--- src/rtl/mc_ctrl_pkg.sv ---
// Shared encodings for the multi-cycle MIPS control unit: state codes, opcode/funct
// constants, ALU control values and datapath select encodings.
package mc_ctrl_pkg;

  typedef enum logic [3:0] {
    S_FETCH    = 4'd0,
    S_DECODE   = 4'd1,
    S_MEM_ADDR = 4'd2,
    S_MEM_RD   = 4'd3,
    S_MEM_WB   = 4'd4,
    S_MEM_WR   = 4'd5,
    S_R_EXEC   = 4'd6,
    S_R_WB     = 4'd7,
    S_I_EXEC   = 4'd8,
    S_I_WB     = 4'd9,
    S_BRANCH   = 4'd10,
    S_JUMP     = 4'd11,
    S_JR       = 4'd12
  } state_t;

  localparam logic [5:0] OP_RTYPE = 6'b000000;
  localparam logic [5:0] OP_LW    = 6'b100011;
  localparam logic [5:0] OP_SW    = 6'b101011;
  localparam logic [5:0] OP_BEQ   = 6'b000100;
  localparam logic [5:0] OP_BNE   = 6'b000101;
  localparam logic [5:0] OP_ADDI  = 6'b001000;
  localparam logic [5:0] OP_SLTI  = 6'b001010;
  localparam logic [5:0] OP_ANDI  = 6'b001100;
  localparam logic [5:0] OP_J     = 6'b000010;
  localparam logic [5:0] OP_JAL   = 6'b000011;

  localparam logic [5:0] FN_ADD = 6'b100000;
  localparam logic [5:0] FN_SUB = 6'b100010;
  localparam logic [5:0] FN_AND = 6'b100100;
  localparam logic [5:0] FN_OR  = 6'b100101;
  localparam logic [5:0] FN_SLT = 6'b101010;
  localparam logic [5:0] FN_JR  = 6'b001000;

  localparam logic [2:0] ALU_AND = 3'b000;
  localparam logic [2:0] ALU_OR  = 3'b001;
  localparam logic [2:0] ALU_ADD = 3'b010;
  localparam logic [2:0] ALU_SUB = 3'b110;
  localparam logic [2:0] ALU_SLT = 3'b111;

  // ALU-op class handed from the FSM to the ALU decoder
  typedef enum logic [2:0] {
    AOP_AND   = 3'd0,
    AOP_ADD   = 3'd1,
    AOP_SUB   = 3'd2,
    AOP_SLT   = 3'd3,
    AOP_FUNCT = 3'd4
  } alu_op_t;

  localparam logic [1:0] PCSRC_ALU    = 2'd0;
  localparam logic [1:0] PCSRC_JUMP   = 2'd1;
  localparam logic [1:0] PCSRC_ALUOUT = 2'd2;
  localparam logic [1:0] PCSRC_REG    = 2'd3;

  localparam logic [1:0] REGDST_RT = 2'd0;
  localparam logic [1:0] REGDST_RD = 2'd1;
  localparam logic [1:0] REGDST_RA = 2'd2;

  localparam logic [1:0] SRCB_REG    = 2'd0;
  localparam logic [1:0] SRCB_FOUR   = 2'd1;
  localparam logic [1:0] SRCB_IMM    = 2'd2;
  localparam logic [1:0] SRCB_BRANCH = 2'd3;

  // R-type funct codes that execute through R_EXEC (jr is handled separately)
  function automatic logic is_alu_funct(input logic [5:0] funct);
    return (funct == FN_ADD) || (funct == FN_SUB) || (funct == FN_AND) ||
           (funct == FN_OR)  || (funct == FN_SLT);
  endfunction

endpackage

--- src/rtl/mc_alu_decoder.sv ---
// Maps the FSM's ALU-op class (and funct, for R-type) onto the 3-bit ALU control code.
module mc_alu_decoder
  import mc_ctrl_pkg::*;
(
  input  alu_op_t    alu_op,
  input  logic [5:0] funct,
  output logic [2:0] alu_ctrl
);

  always_comb begin
    alu_ctrl = ALU_AND;
    case (alu_op)
      AOP_ADD: alu_ctrl = ALU_ADD;
      AOP_SUB: alu_ctrl = ALU_SUB;
      AOP_SLT: alu_ctrl = ALU_SLT;
      AOP_FUNCT: begin
        case (funct)
          FN_ADD:  alu_ctrl = ALU_ADD;
          FN_SUB:  alu_ctrl = ALU_SUB;
          FN_AND:  alu_ctrl = ALU_AND;
          FN_OR:   alu_ctrl = ALU_OR;
          FN_SLT:  alu_ctrl = ALU_SLT;
          default: alu_ctrl = ALU_AND;
        endcase
      end
      default: alu_ctrl = ALU_AND;
    endcase
  end

endmodule

--- src/rtl/mc_control_unit.sv ---
// Multi-cycle MIPS control FSM: one microstep per clock, driving every datapath
// enable and mux select from the current state and the IR opcode/funct fields.
module mc_control_unit
  import mc_ctrl_pkg::*;
#(
  parameter int STATE_W = 4
) (
  input  logic               clk,
  input  logic               rst,
  input  logic [31:0]        inst,
  input  logic               zero,
  output logic               PCen,
  output logic               LorD,
  output logic               MemRead,
  output logic               MemWrite,
  output logic               IRWrite,
  output logic               MemToReg,
  output logic               RegWrite,
  output logic               ALUSrcA,
  output logic [1:0]         ALUSrcB,
  output logic [2:0]         ALUCtrl,
  output logic [1:0]         PCSrc,
  output logic [1:0]         RegDst,
  output logic [STATE_W-1:0] state
);

  state_t     state_reg;
  state_t     state_next;
  alu_op_t    alu_op;
  logic [5:0] opcode;
  logic [5:0] funct;
  logic       unused_inst;

  assign opcode      = inst[31:26];
  assign funct       = inst[5:0];
  assign unused_inst = ^inst[25:6];
  assign state       = STATE_W'(state_reg);

  mc_alu_decoder u_alu_decoder (
    .alu_op   (alu_op),
    .funct    (funct),
    .alu_ctrl (ALUCtrl)
  );

  always_ff @(posedge clk) begin
    if (rst) state_reg <= S_FETCH;
    else     state_reg <= state_next;
  end

  always_comb begin
    state_next = S_FETCH;
    PCen       = 1'b0;
    LorD       = 1'b0;
    MemRead    = 1'b0;
    MemWrite   = 1'b0;
    IRWrite    = 1'b0;
    MemToReg   = 1'b0;
    RegWrite   = 1'b0;
    ALUSrcA    = 1'b0;
    ALUSrcB    = SRCB_REG;
    alu_op     = AOP_AND;
    PCSrc      = PCSRC_ALU;
    RegDst     = REGDST_RT;

    case (state_reg)
      S_FETCH: begin
        MemRead    = 1'b1;
        IRWrite    = 1'b1;
        ALUSrcB    = SRCB_FOUR;
        alu_op     = AOP_ADD;
        PCen       = 1'b1;
        state_next = S_DECODE;
      end
      S_DECODE: begin
        ALUSrcB = SRCB_BRANCH;
        alu_op  = AOP_ADD;
        case (opcode)
          OP_LW, OP_SW:             state_next = S_MEM_ADDR;
          OP_BEQ, OP_BNE:           state_next = S_BRANCH;
          OP_ADDI, OP_SLTI, OP_ANDI: state_next = S_I_EXEC;
          OP_J:                     state_next = S_JUMP;
          OP_RTYPE: begin
            if (funct == FN_JR)          state_next = S_JR;
            else if (is_alu_funct(funct)) state_next = S_R_EXEC;
            else                          state_next = S_FETCH;
          end
          OP_JAL: begin
            // Link in the decode cycle: ALUOut still holds PC+4 from FETCH
            RegWrite   = 1'b1;
            RegDst     = REGDST_RA;
            PCSrc      = PCSRC_JUMP;
            PCen       = 1'b1;
            state_next = S_FETCH;
          end
          default:                  state_next = S_FETCH;
        endcase
      end
      S_MEM_ADDR: begin
        ALUSrcA    = 1'b1;
        ALUSrcB    = SRCB_IMM;
        alu_op     = AOP_ADD;
        state_next = (opcode == OP_LW) ? S_MEM_RD : S_MEM_WR;
      end
      S_MEM_RD: begin
        MemRead    = 1'b1;
        LorD       = 1'b1;
        state_next = S_MEM_WB;
      end
      S_MEM_WB: begin
        RegWrite = 1'b1;
        MemToReg = 1'b1;
      end
      S_MEM_WR: begin
        MemWrite = 1'b1;
        LorD     = 1'b1;
      end
      S_R_EXEC: begin
        ALUSrcA    = 1'b1;
        alu_op     = AOP_FUNCT;
        state_next = S_R_WB;
      end
      S_R_WB: begin
        RegWrite = 1'b1;
        RegDst   = REGDST_RD;
      end
      S_I_EXEC: begin
        ALUSrcA = 1'b1;
        ALUSrcB = SRCB_IMM;
        case (opcode)
          OP_SLTI: alu_op = AOP_SLT;
          OP_ANDI: alu_op = AOP_AND;
          default: alu_op = AOP_ADD;
        endcase
        state_next = S_I_WB;
      end
      S_I_WB: begin
        RegWrite = 1'b1;
      end
      S_BRANCH: begin
        ALUSrcA = 1'b1;
        alu_op  = AOP_SUB;
        PCSrc   = PCSRC_ALUOUT;
        PCen    = (opcode == OP_BNE) ? ~zero : zero;
      end
      S_JUMP: begin
        PCSrc = PCSRC_JUMP;
        PCen  = 1'b1;
      end
      S_JR: begin
        PCSrc = PCSRC_REG;
        PCen  = 1'b1;
      end
      default: state_next = S_FETCH;
    endcase

    // Reset quiesces the datapath so no in-flight instruction can write
    if (rst) begin
      PCen     = 1'b0;
      LorD     = 1'b0;
      MemRead  = 1'b0;
      MemWrite = 1'b0;
      IRWrite  = 1'b0;
      MemToReg = 1'b0;
      RegWrite = 1'b0;
      ALUSrcA  = 1'b0;
      ALUSrcB  = SRCB_REG;
      alu_op   = AOP_AND;
      PCSrc    = PCSRC_ALU;
      RegDst   = REGDST_RT;
    end
  end

endmodule

--- config.mk ---
export PLATFORM = sky130hd
export DESIGN_NAME = mc_control_unit
export DESIGN_NICKNAME = d
export VERILOG_FILES = /design/src/rtl/mc_ctrl_pkg.sv /design/src/rtl/mc_alu_decoder.sv /design/src/rtl/mc_control_unit.sv
export SDC_FILE = /design/constraint.sdc
export NUM_CORES = 1
export LEC_CHECK = 0
export ABC_AREA = 1
export CAP_MARGIN = 20
export CORE_MARGIN = 2
export CORE_UTILIZATION = 34
export DETAILED_ROUTE_END_ITERATION = 10
export PLACE_DENSITY = 0.88
export SLEW_MARGIN = 5
export SYNTH_ARGS = -nofsm -noshare
export SYNTH_HDL_FRONTEND = slang
export SYNTH_SLANG_ARGS = --single-unit
--- constraint.sdc ---
create_clock -name clk -period 1.52 [get_ports clk]
set_clock_uncertainty 0.1 [all_clocks]
set_input_delay 0.304 -clock clk [delete_from_list [all_inputs] [get_ports clk]]
set_output_delay 0.304 -clock clk [all_outputs]
set_load 0.01 [all_outputs]
== After elaboration in Yosys (flattened, before gate mapping) ==
Cells that the tools add are included.

* Add/subtract/negate cells: 0
* $mul: 0
* Divide/modulo/power cells: 0
* Order comparisons: 0
* Eq/ne operators: 31
* Shift-type cells: 0
* Muxes and demuxes: 36
* Bitwise operators: 1
* Reduce and logical (&&, ||, !) cells: 16

{| class="wikitable"
|+ Operators with widths
! cell !! count
|-
| $eq 6x6->1 const B || 7
|-
| $pmux 3 s4 || 3
|-
| $eq 6x4->1 const B || 4
|-
| $pmux 4 s6 || 1
|-
| $eq 4x4->1 const B || 5
|-
| $pmux 4 s5 || 1
|-
| $mux 1 || 17
|-
| $eq 4x3->1 const B || 4
|-
| $eq 6x2->1 const B || 2
|-
| $eq 6x3->1 const B || 2
|-
| $reduce_or 3->1 || 4
|-
| $reduce_or 2->1 || 5
|-
| $mux 3 || 3
|-
| $eq 4x2->1 const B || 2
|-
| $mux 2 || 4
|-
| $pmux 2 s2 || 2
|-
| $pmux 2 s4 || 1
|-
| $eq 3x2->1 const B || 2
|-
| $logic_not 6->1 || 1
|-
| $pmux 2 s3 || 1
|-
| $eq 4x1->1 const B || 1
|-
| $logic_not 4->1 || 1
|-
| $logic_or 1x1->1 || 4
|-
| $mux 4 || 1
|-
| other kinds (6) || 6
|}

* Bits in registers: 4
* Bits in latches: 0
* Memory bits (writable): 0
* Memory bits (read-only): 0
* Bits of input ports: 35
* Output and inout port bits: 21
* Word-level logic and storage cells: 85
* Memories: 0

== Longest topological paths before layout ==
* Depth after elaboration: 9
* Mapped depth: 9
* Depth with buffers taken out: 9

== Modules after synthesis ==
A second synthesis with hierarchy kept.

* Cell total of the unflattened synthesis: 157
* Area, all modules: 803.3 um^2

{| class="wikitable"
|+ Modules (own cells, without submodules)
! module !! times used !! cells each !! area an instance (um^2) !! seq. area each (um^2)
|-
| mc_control_unit || 1 || 130 || 681.9 || 80.1
|-
| mc_alu_decoder || 1 || 27 || 121.4 || 0.0
|}

== Least setup slack after synthesis ==
OpenSTA, ideal clock, no wires.

* Path type: register to output
* From: reg state_reg[0], in the netlist state[0]
* To: out PCen
* Data arrival time: 1,137 ps
* Required time: 1,116 ps
* Setup slack: -21 ps
* Cell stages (with the launch flop): 7
* Buffers on the path: 0
* Cell sequence: dfxtp_1 inv_2 nor2_2 nand2_2 nor3_2 nor2_1 a21oi_1

* Cells in the longest elaborated chain, start to end: 4
* Elaborated cells on any way between the ends: 8
* Classes of those cells: eq/ne: 4; mux: 2; reduce/logical: 2

{| class="wikitable"
|+ RTL lines
! what !! RTL line !! RTL
|-
| start, declared || mc_control_unit.sv:27 || <nowiki>state_t state_reg;</nowiki>
|-
| start signal, assigned || mc_control_unit.sv:47 || <nowiki>else state_reg <= state_next;</nowiki>
|-
| $eq 4x4->1 or $logic_not 4->1 (tied branches) || mc_control_unit.sv:65 || <nowiki>case (state_reg)</nowiki>
|-
| $reduce_or 3->1 (no source line) || n/a ||
|-
| $pmux 1 s3 * || mc_control_unit.sv:65 ||
|-
| $mux 1 * || mc_control_unit.sv:157 || <nowiki>if (rst) begin</nowiki>
|-
| end, declared || mc_control_unit.sv:12 || <nowiki>output logic PCen,</nowiki>
|}

Mark *: on every way between the ends. The rest lies on a longest branch, timed or not.

== Worst setup path after layout ==
* From: reg state_reg[1], in the netlist state[1]
* To: out ALUCtrl[0]

* Cells in the longest elaborated chain, start to end: 6
* Elaborated cells on any way between the ends: 14
* Classes of those cells: eq/ne: 9; mux: 3; reduce/logical: 2

{| class="wikitable"
|+ RTL lines
! what !! RTL line !! RTL
|-
| $eq 4x1->1, or another cell as far along || mc_control_unit.sv:65 ||
|-
| $reduce_or 3->1 (no source line) || n/a ||
|-
| $pmux 3 s4 * || mc_control_unit.sv:65 ||
|-
| $mux 3 * || mc_control_unit.sv:157 ||
|-
| $eq 3x3->1, or another cell as far along || mc_alu_decoder.sv:12 || <nowiki>case (alu_op)</nowiki>
|-
| $pmux 3 s4 * || mc_alu_decoder.sv:12 ||
|-
| end, declared || mc_control_unit.sv:21 || <nowiki>output logic [2:0] ALUCtrl,</nowiki>
|}

Marked as above.

==> metrics.md <==
| Metric | Value |
|---|---|
| Area occupied by multi-input gates | 831 um^2 |
| Post-synth ARST share | 0 |
| Global Route Usage Sum | 0.273 |
| Syn Inst Count | 144 |
| Max transition margin | 0.845 |
| Class of the worst hold path | input port to register |
| Endpoint type of the worst setup path | output port |
| Library cell with the highest instance count after synthesis | nor2_1 |
| Layout Cell Area excl Fill | 1770 um^2 |
| Synthesis-to-finish area growth | 130% |
| RSZ-0062 raised after global routing | true |
| Clock-pin transition on the worst setup and hold timing paths | 60 ps |
| Final HPWL DP | 2.07 mm |
| Number of buffers on the longest clock path | 2 |
| Average vias per placed instance | 5.45 |
| Distinct cells, synth | 25 |
| Die area | 2660 um^2 |
| Endpoint arrival time on the critical path | 1470 ps |
| Total number of vias | 1,429 |
| CTS tree | yes |
| Nets | 271 |
| Cell area reported after detailed placement | 1430 um^2 |
| Cell chosen for the clock root | clkbuf_4 |
| Final setup margin | -350 ps |
| Clk_lat worst skew | 260 ps |
| Number of violations reported at the end of detailed-routing iteration 0 | 60 |
| Wire length of the first global-routing pass | 5.46 mm |
| Static Leak | 0.911 nW |
| Largest voltage drop on the vdd net | 0.412 mV |
| First-pass iteration count of the detailed router | 4 |
| Number of fillers in the final layout | 145 |
| Antenna Diode Count | 0 |
| Violations in the final reports | negative setup slack |
| Max reg flops | 4 |
| Post-DRT Antenna Nets | 0 |
| Post-route non-filler standard cell count | 262 |
| Most area-hungry cell type in the Yosys netlist | nor2_1 |
| Count of unresolved DRC violations after routing | 0 |
| Data required time of the worst path | 1120 ps |
| Clock period minus final worst setup slack | 1870 ps |
| Critical path start-end classification | register to output port |
| Status | complete, but fails checks |
| Die Y | 51.6 um |
| Maximum fanout along the worst path | 6 |
| Count of flip-flops with a built-in enable after synthesis | 0 |
| Max-capacitance violation count | 0 |
| Number of antenna violations at the first check in global routing | 0 |
| Worst-Margin Slew | 232 ps |
| Maximum number of pins on one net before global-route repair | 8 |
| Post-synth top flop | dfxtp_1 |
| Fin crit share | 1.23 |
| Launching element type of the critical path | register |
| Power density of the placed cells | 354 nW/um^2 |
| Leading post-synthesis cells by instance count | nor2_1 (27), nand2_1 (25), inv_1 (22) |
| Warnings from Yosys | 0 |
| Via count of the first global-routing pass | 1,243 |
| Fraction of the yosys area taken by sequential cells | 0.104 |
| Fraction of final layout cells sized beyond drive strength 1 | 0.684 |
| Setup Slack @ Placement | -894 ps |
| Placeable core area | 2170 um^2 |
| Clock tree sinks | 4 |
| Sequential cell area | 95.1 um^2 |
| Synth Cell Area | 771 um^2 |
| #FFs+latches synth | 4 |
| Deepest level of the CTS H-tree | 1 |
| Core Rows | 17 |
| Overall routed net length | 4.38 mm |
| Final GP Congestion | 0.923 |
| Placed cell count | 241 |
| Largest cells by area after synthesis | nor2_1 (13%), nand2_1 (12%), inv_1 (11%) |
| Maximum frequency from static timing analysis | 535 MHz |
| Fin. Hold Viols | 0 |
| Number of buffers added on ports | 35 |
| Hold buffer count at cts | 0 |
| Average wire per standard cell | 16.7 um |
| Width of the die | 51.6 um |
| Synthesized area per cell | 5.35 um^2 |
| Final count of pins violating max slew | 0 |
| Number of buffers inserted during clock tree synthesis | 3 |
| Worst-case hold slack | 500 ps |
| Synth Net Count | 179 |
| Final number of setup-violating endpoints | 17 |
| Count of pins on the block boundary | 56 |
| Starting density of the core | 0.355 |
| Grt ovf | 0 |
| R2R Setup Slk | 10 ps |
| Top-area cell type share of the netlist area | 0.131 |
[per-stage QoR]
step / utilization / TNS (ps) / total power, mW
2_1_floorplan: - / 0 / 0.226
3_3_place_gp: 0.659 / -11870 / 0.375
3_5_place_dp: 0.659 / -12340 / 0.380
4_1_cts: 0.732 / -2570 / 0.533
5_1_grt: 0.818 / -4850 / 0.652
6_report: 0.818 / -4120 / 0.627
[cell usage in the layout (no fill, tap or decap)]
cell type        netlist  routed
nor3_2                 1       1
clkdlybuf4s15_1        0       2
a21oi_4                0       1
nand4_1                2       2
nand4_4                0       1
buf_12                 0       1
clkbuf_2               0       4
a31oi_1                1       1
nand3_1               12       8
o21ai_2                2       5
nand3_2                3       6
nor3_4                 0       1
inv_1                 22       8
dfxtp_4                0       4
a21oi_1                8       3
o22ai_2                0       1
nand2_1               25      21
buf_6                  0       9
buf_4                  0      44
o21bai_1               1       1
nor3_1                 3       2
nand2_2                3       1
o21ai_0                6       2
o21ai_1                1       2
nand3_4                0       1
inv_2                  5      13
buf_2                  0      20
clkdlybuf4s50_1        0       1
nor2_1                27      14
nand2_4                1       7
nor2_2                 7       6
a21oi_2                1       5
clkbuf_4               0       3
dlygate4sd2_1          0       7
nor2_4                 4      18
nor4_4                 0       1
inv_4                  0       6
clkdlybuf4s15_2        0       1
[critical path: stages, from the launching register on]
cell	delay (ps)
dfxtp_4	400
inv_4	80
nand2_4	70
nor2_4	150
o21ai_2	90
o21ai_2	80
nand3_1	120
nand2_1	90
buf_2	130
[area by class of cell]
type,instances,area share
multi-input combinational,111,0.468
timing repair buffer,89,0.380
inverter,27,0.0656
sequential,4,0.0536
tap,28,0.0197
clock buffer,3,0.0127
[cell families after synthesis]
family                 synth area share
AO/OA/AOI/OAI                     0.157
AND/OR/NAND/NOR                   0.597
buffers and inverters             0.141
flip-flops                        0.104
[where the power goes]
part           internal (mW)  switching [mW]  total, mW
logic                  0.163           0.199      0.363
registers              0.105         0.00772      0.113
clock network         0.0896          0.0623      0.152
[worst paths after layout]
kind         startpoint          to  cells past startpoint
min             inst[5]    state[2]                      6
max reg2reg    state[1]    state[2]                      7
max            state[1]  ALUCtrl[0]                      8
min reg2reg    state[2]    state[1]                      2
[what timing repair did]
| action | CTS | global route |
|---|---|---|
| pin swaps | 27 | 19 |
| setup buffers | 11 | 8 |
| gates resized for setup | 156 | 48 |
| setup endpoints to repair | 24 | 20 |
[per-layer routing]
layer  track usage  vias to the layer above  wire length, um
li1              -                      643                -
met3        0.0546                       20              341
met4        0.0965                        0              198
met2         0.500                       97             2260
met1         0.311                      669             1580
met5             0                        -                0
Note: power is estimated with default switching activity, not from simulation.
